### src/rtl/speck_pkg.sv
// speck_pkg: shared SPECK constants and round FSM state encodings
package speck_pkg;
    localparam int WORD_DEFAULT = 64;
    localparam int ALPHA = 8;
    localparam int BETA = 3;
    typedef enum logic [3:0] {
        IDLE   = 4'd0,
        LOAD   = 4'd1,
        UNDO_Y = 4'd2,
        UNDO_X = 4'd3,
        DONE   = 4'd4
    } state_t;
endpackage

### src/rtl/inv_round.sv
// inv_round: one SPECK inverse round as a five-state FSM with registered outputs
module inv_round
    import speck_pkg::*;
#(
    parameter int WORD = WORD_DEFAULT
) (
    input  logic              clk,
    input  logic              rst,
    input  logic              signal_start,
    input  logic [WORD-1:0]   subkey,
    input  logic [2*WORD-1:0] ciphertext,
    output logic [2*WORD-1:0] plaintext,
    output logic              finished,
    output logic [3:0]        state_response
);
    state_t state;
    logic [WORD-1:0] x, y, k, xy, y_new, d, x_new;
    assign xy = x ^ y;
    assign y_new = (xy >> BETA) | (xy << (WORD - BETA));
    // y already holds y' by the time UNDO_X uses it
    assign d = (x ^ k) - y;
    assign x_new = (d << ALPHA) | (d >> (WORD - ALPHA));
    assign state_response = state;
    always_ff @(posedge clk or posedge rst) begin
        if (rst) begin
            state <= IDLE;
            x <= '0;
            y <= '0;
            k <= '0;
            plaintext <= '0;
            finished <= 1'b0;
        end else begin
            finished <= state == DONE;
            case (state)
                IDLE: state <= signal_start ? LOAD : IDLE;
                LOAD: begin
                    x <= ciphertext[2*WORD-1:WORD];
                    y <= ciphertext[WORD-1:0];
                    k <= subkey;
                    state <= UNDO_Y;
                end
                UNDO_Y: begin
                    y <= y_new;
                    state <= UNDO_X;
                end
                UNDO_X: begin
                    plaintext <= {x_new, y};
                    state <= DONE;
                end
                default: state <= IDLE;
            endcase
        end
    end
endmodule
### config.mk
export PLATFORM = sky130hd
export DESIGN_NAME = inv_round
export DESIGN_NICKNAME = d
export VERILOG_FILES = /design/src/rtl/speck_pkg.sv /design/src/rtl/inv_round.sv
export SDC_FILE = /design/constraint.sdc
export NUM_CORES = 1
export LEC_CHECK = 0
export ABC_AREA = 1
export CAP_MARGIN = 10
export CORE_MARGIN = 1
export CORE_UTILIZATION = 35
export CTS_CLUSTER_DIAMETER = 100
export DETAILED_ROUTE_END_ITERATION = 6
export PLACE_DENSITY = 0.62
export SLEW_MARGIN = 10
export SYNTH_ARGS = -nofsm -noshare
export SYNTH_HDL_FRONTEND = slang
export SYNTH_SLANG_ARGS = --single-unit
### constraint.sdc
create_clock -name clk -period 27.7 [get_ports clk]
set_input_delay 4.155 -clock clk [delete_from_list [all_inputs] [get_ports clk]]
set_output_delay 4.155 -clock clk [all_outputs]
set_load 0.01 [all_outputs]
==> results of run 1 <==
[registers in the layout (all words and copies together), names as in the netlist]
| name | flops |
|---|---|
| k | 64 |
| state_response | 3 |
| finished | 1 |
| x | 64 |
| plaintext | 128 |
| y | 64 |
[worst max-delay path, cell delays in order]
cell and delay (ps):
clkdlybuf4s50_1 500, inv_8 540, buf_4 830, buf_4 910
[layout by cell type, fill, tap and decap left out, types with 13 or more instances in the layout]
cell type	netlist	final
xnor2_1	28	28
nand3_1	83	82
nor2_2	14	13
inv_1	373	371
nor2_1	164	164
a21oi_1	104	104
o21ai_1	16	15
nand2_1	797	796
clkbuf_16	0	39
o22ai_1	63	63
xor2_1	128	128
nand2_2	23	24
o21ai_0	80	80
ha_1	63	63
dfrtp_1	324	324
mux2_2	128	128
clkdlybuf4s50_1	0	326
[through the flow]
stage	utilization [%]	std cells	worst slack [ps]
after floorplan	-	2526	14580
after global placement	42.6	3534	20450
after detailed placement	42.6	3534	20400
final	44.9	3601	21070
after CTS	44.9	3601	20960
after global routing	44.9	3601	20580
[final cells by class]
type | instances | area share (%)
multi-input combinational | 1739 | 39.0
timing repair buffer | 337 | 13.5
inverter | 386 | 5.91
sequential | 324 | 32.8
clock inverter | 12 | 0.572
tap | 748 | 3.78
clock buffer | 55 | 4.43
[layer usage]
metal  wire length [µm]  GRT usage, %  vias up
met5                  0             0        -
met4               1390          5.63        0
met3               3260          3.64       82
met2              28600          35.6      436
met1              29400          30.3     8076
li1                   -             -     8479
[logic make-up after synthesis]
family / after synthesis / share of synthesized area, %
adders and majority gates: 64 / 4.15
and+or+nand+nor: 1125 / 23.5
DFF: 324 / 41.6
xor gates and xnor gates: 156 / 7.01
buffers and inverters: 463 / 9.11
muxes: 128 / 7.39
AOI/OAI and AO/OA: 265 / 7.24
other: 1 / 0.0192
[how the worst max path moves through the flow]
stage          from             to  slack, ps  cells after the start
3_3_place_gp    rst          k[56]      20450                      4
5_1_grt         rst  plaintext[59]      20580                      4
2_1_floorplan   rst       finished      14580                      1
6_report        rst          y[57]      21070                      4
3_5_place_dp    rst  plaintext[56]      20400                      4
4_1_cts         rst          y[57]      20960                      4
==> flow_summary.ini, run 1 <==
[place]
gp_congestion = 0.904
dpl.hpwl_um = 48000
place_area_um2 = 23500
portBuffers = 326

[timing]
setup_viol = 0
worst_pin_slew_ps = 1100
hold_ws_ps = 478
post-route-period-util_pct = 23.9
finClkSkew_ps = 22.0
rsz0062_at_grt = false
finalSetupTns_ps = 0
min_period_ps = 6630
finalHoldViolCount = 0
slew_viol_final = 0
max_freq_mhz = 151
slew_headroom_pct = 26.7

[synth]
synth_top_area_share_pct = 41.6
synth_area_leaders = dfrtp_1 42%, nand2_1 15%, mux2_2 7.4%
netlist_top_cells_count = 797 x nand2_1, 373 x inv_1, 324 x dfrtp_1, 164 x nor2_1
synth-edff-count = 0
synth_most_common_cell = nand2_1
syn_nets = 2785
dominantRegCellSynth = dfrtp_1
async_reset_ff_share_pct = 100
ys_seq_elements = 324
synth_cell_types = 36
synthCells = 2526
yosys_warnings = 0
yosys.area.top_type = dfrtp_1
avgSynthCellArea_um2 = 7.72
netlist_area_um2 = 19500
yosysSeqAreaShare_pct = 41.6

[critical_path]
cp_max_fo = 115
crit_path_start_kind = input port
r2r_slack_ps = 24170
cp-end-kind = asynchronous set/reset pin
worstPathRequired_ps = 28210
worstPathArrival_ps = 7140
ff2ff_path_depth = 7
path_class = input port to asynchronous set/reset pin
r2r-end = plaintext[58]
r2r-start = state_response[1]

[floorplan]
start_util_pct = 35.4
placeableCoreArea_um2 = 55100
ioPinCount = 328
die_area_um2 = 56600
die_h_um = 238
std_cell_rows = 86
die_w_um = 238

[cts]
clkSlewWorstSetupHoldPaths_ps = 50
cts_root_buf = clkbuf_16
cts.sink_count = 324
postCtsHoldBufs = 0
cts_resized = 0
post-cts-setup-buffers = 0
cts-buffers-inserted = 37
htree_num_levels = 2
clockBufferDepth = 3
cts_tree = yes
insertion_delay_ps = 560

[worst_hold_path]
hold-path-cell-count = 2
hp-start = plaintext[117]
hp-class = flop to flop
hold_path_end = plaintext[117]

[detailed_routing]
vias = 17100
finalWirelength_um = 62700
first_iter_violations = 934
wire_per_inst_um = 17.4
drcViolationCount = 0
avgViaCountPerCell = 4.74
drtPass1Iterations = 7
ant_nets = 0

[grt]
grt_overflow = 0
grt_usage_pct = 21.9
first_global_vias = 17200
antenna_found_initial = 0
grt_pass1_wl_um = 96300
grt_max_degree = 134

[flow_run]
maxCapViolCount = 0

[outcome]
outcome = finished clean

[final_layout]
final-seq-area_um2 = 8110
fin_area_um2 = 24700
fin_nets = 3084
num_antenna_cells = 0
multiInputGateArea_um2 = 9650
fill_cells = 5575
synthToLayoutAreaGrowth_pct = 26.9
drive_gt1_share_pct = 9.11
Power of run 1 is not shown: default switching activity piles up to over one toggle a cycle in this logic, so the estimate is an artifact.
==> run 2, diff against run 1 <==
clock period = 6.5 ns   (was 27.7 ns; I/O delays follow)
==> run 2 against run 1 <==
- count of clock-buffer cells in the layout rose by 2
- design area rose by 0.34%
- register-to-register slack got worse by 21000 ps
- worst setup slack got worse by 18000 ps
- critical path depth rose by 2
- worst hold slack got worse by 5.6 ps
- clock skew rose by 4.0 ps
- critical endpoint is now plaintext[82]
- highest routed layer unchanged
==> flow_summary.ini, run 2 (synthesis results as in run 1) <==
[outcome]
outcome = finished clean

[timing]
slew_viol_final = 0
rsz0062_at_grt = false
min_period_ps = 3200
setup_slack_ps = 3300
finalHoldViolCount = 0
finalSetupTns_ps = 0
slew_headroom_pct = 29.8
finClkSkew_ps = 26.0
setup_viol = 0
worst_pin_slew_ps = 1050
post-route-period-util_pct = 49.2
max_freq_mhz = 313

[place]
dpl.hpwl_um = 48200
dp.cells = 3534
portBuffers = 326
pre_cts_ws_ps = 3260
gp_congestion = 0.869

[detailed_routing]
vias = 16900
wire_per_inst_um = 17.4
avgViaCountPerCell = 4.71
finalWirelength_um = 62500
ant_nets = 0
first_iter_violations = 1113
drtPass1Iterations = 5
drcViolationCount = 0

[final_layout]
num_antenna_cells = 0
drive_gt1_share_pct = 9.15
fin_nets = 3087
final_common_cell = nand2_1
final_cell_mix = 796 x nand2_1, 371 x inv_1, 326 x clkdlybuf4s50_1
layout.cells.non_filler = 3599
largest_reg_flops = 128
fill_cells = 5547
regMostFlops = plaintext
synthToLayoutAreaGrowth_pct = 27.3

[cts]
clkSlewWorstSetupHoldPaths_ps = 60
cts.sink_count = 324
clockBufferDepth = 3
cts_resized = 0
cts_tree = yes
postCtsHoldBufs = 0
cts_root_buf = clkbuf_16
cts-buffers-inserted = 40
insertion_delay_ps = 560
htree_num_levels = 2
post-cts-setup-buffers = 0

[critical_path]
crit_path_start_kind = flop
path_class = flop to flop
worstPathArrival_ps = 3570
ff2ff_path_depth = 6
cp_max_fo = 116
cp-end-kind = flop
worstPathRequired_ps = 6880

[grt]
antenna_found_initial = 0
grt_pass1_wl_um = 97100
grt_max_degree = 153
grt_usage_pct = 22.1
first_global_vias = 16900
grt_overflow = 0

[floorplan]
std_cell_rows = 86
die_w_um = 238
placeableCoreArea_um2 = 55100
ioPinCount = 328
die_h_um = 238
start_util_pct = 35.4
die_area_um2 = 56600

[worst_hold_path]
hold-path-cell-count = 2
hp-class = flop to flop

[flow_run]
maxCapViolCount = 0
[run 2: cell types whose count changed in the layout (fill, tap and decap cells not counted)]
cell | previous run | this run
clkinv_2 | 7 | 3
clkbuf_16 | 39 | 41
clkbuf_1 | 10 | 7
clkbuf_8 | 6 | 9
buf_4 | 11 | 9
buf_12 | 0 | 2
[run 2: worst paths after layout]
kind / end / startpoint / slack [ps]
max in group asynchronous: y[39] / rst / 4420
max reg2reg: plaintext[82] / state_response[1] / 3300
min: plaintext[63] / plaintext[63] / 470
max: plaintext[82] / state_response[1] / 3300
min reg2reg: plaintext[63] / plaintext[63] / 470
min in group asynchronous: k[11] / rst / 840
[run 2: metal layers]
metal	share of wire [%]	global-route usage, %	up-vias
met2	45	35.5	400
met5	0	0	-
met1	48	31.5	7993
met4	1.9	5.56	0
met3	4.9	2.82	69
li1	-	-	8478
[run 2: final cells by class]
cell class	count	area, µm²	area share (%)
multi-input combinational	1739	9650	38.9
sequential	324	8110	32.7
timing repair buffer	337	3370	13.6
inverter	386	1460	5.87
clock buffer	57	1180	4.74
tap	748	936	3.77
clock inverter	8	125	0.504
[run 2: stage by stage]
stage          area (µm²)  hold WS (ps)  utilization, %
5_1_grt             24800           500            45.0
6_report            24800           472            45.0
4_1_cts             24800           476            45.0
3_5_place_dp        23500           463            42.7
2_1_floorplan       19500           488               -
3_3_place_gp        23500           458            42.7
[run 2: critical path: stages (launching register included)]
cell	delay [ps]
dfrtp_1	400
inv_2	110
buf_4	710
nor3_4	80
inv_6	490
buf_4	890
o21ai_0	260
Power of run 2 is left out for the same reason.
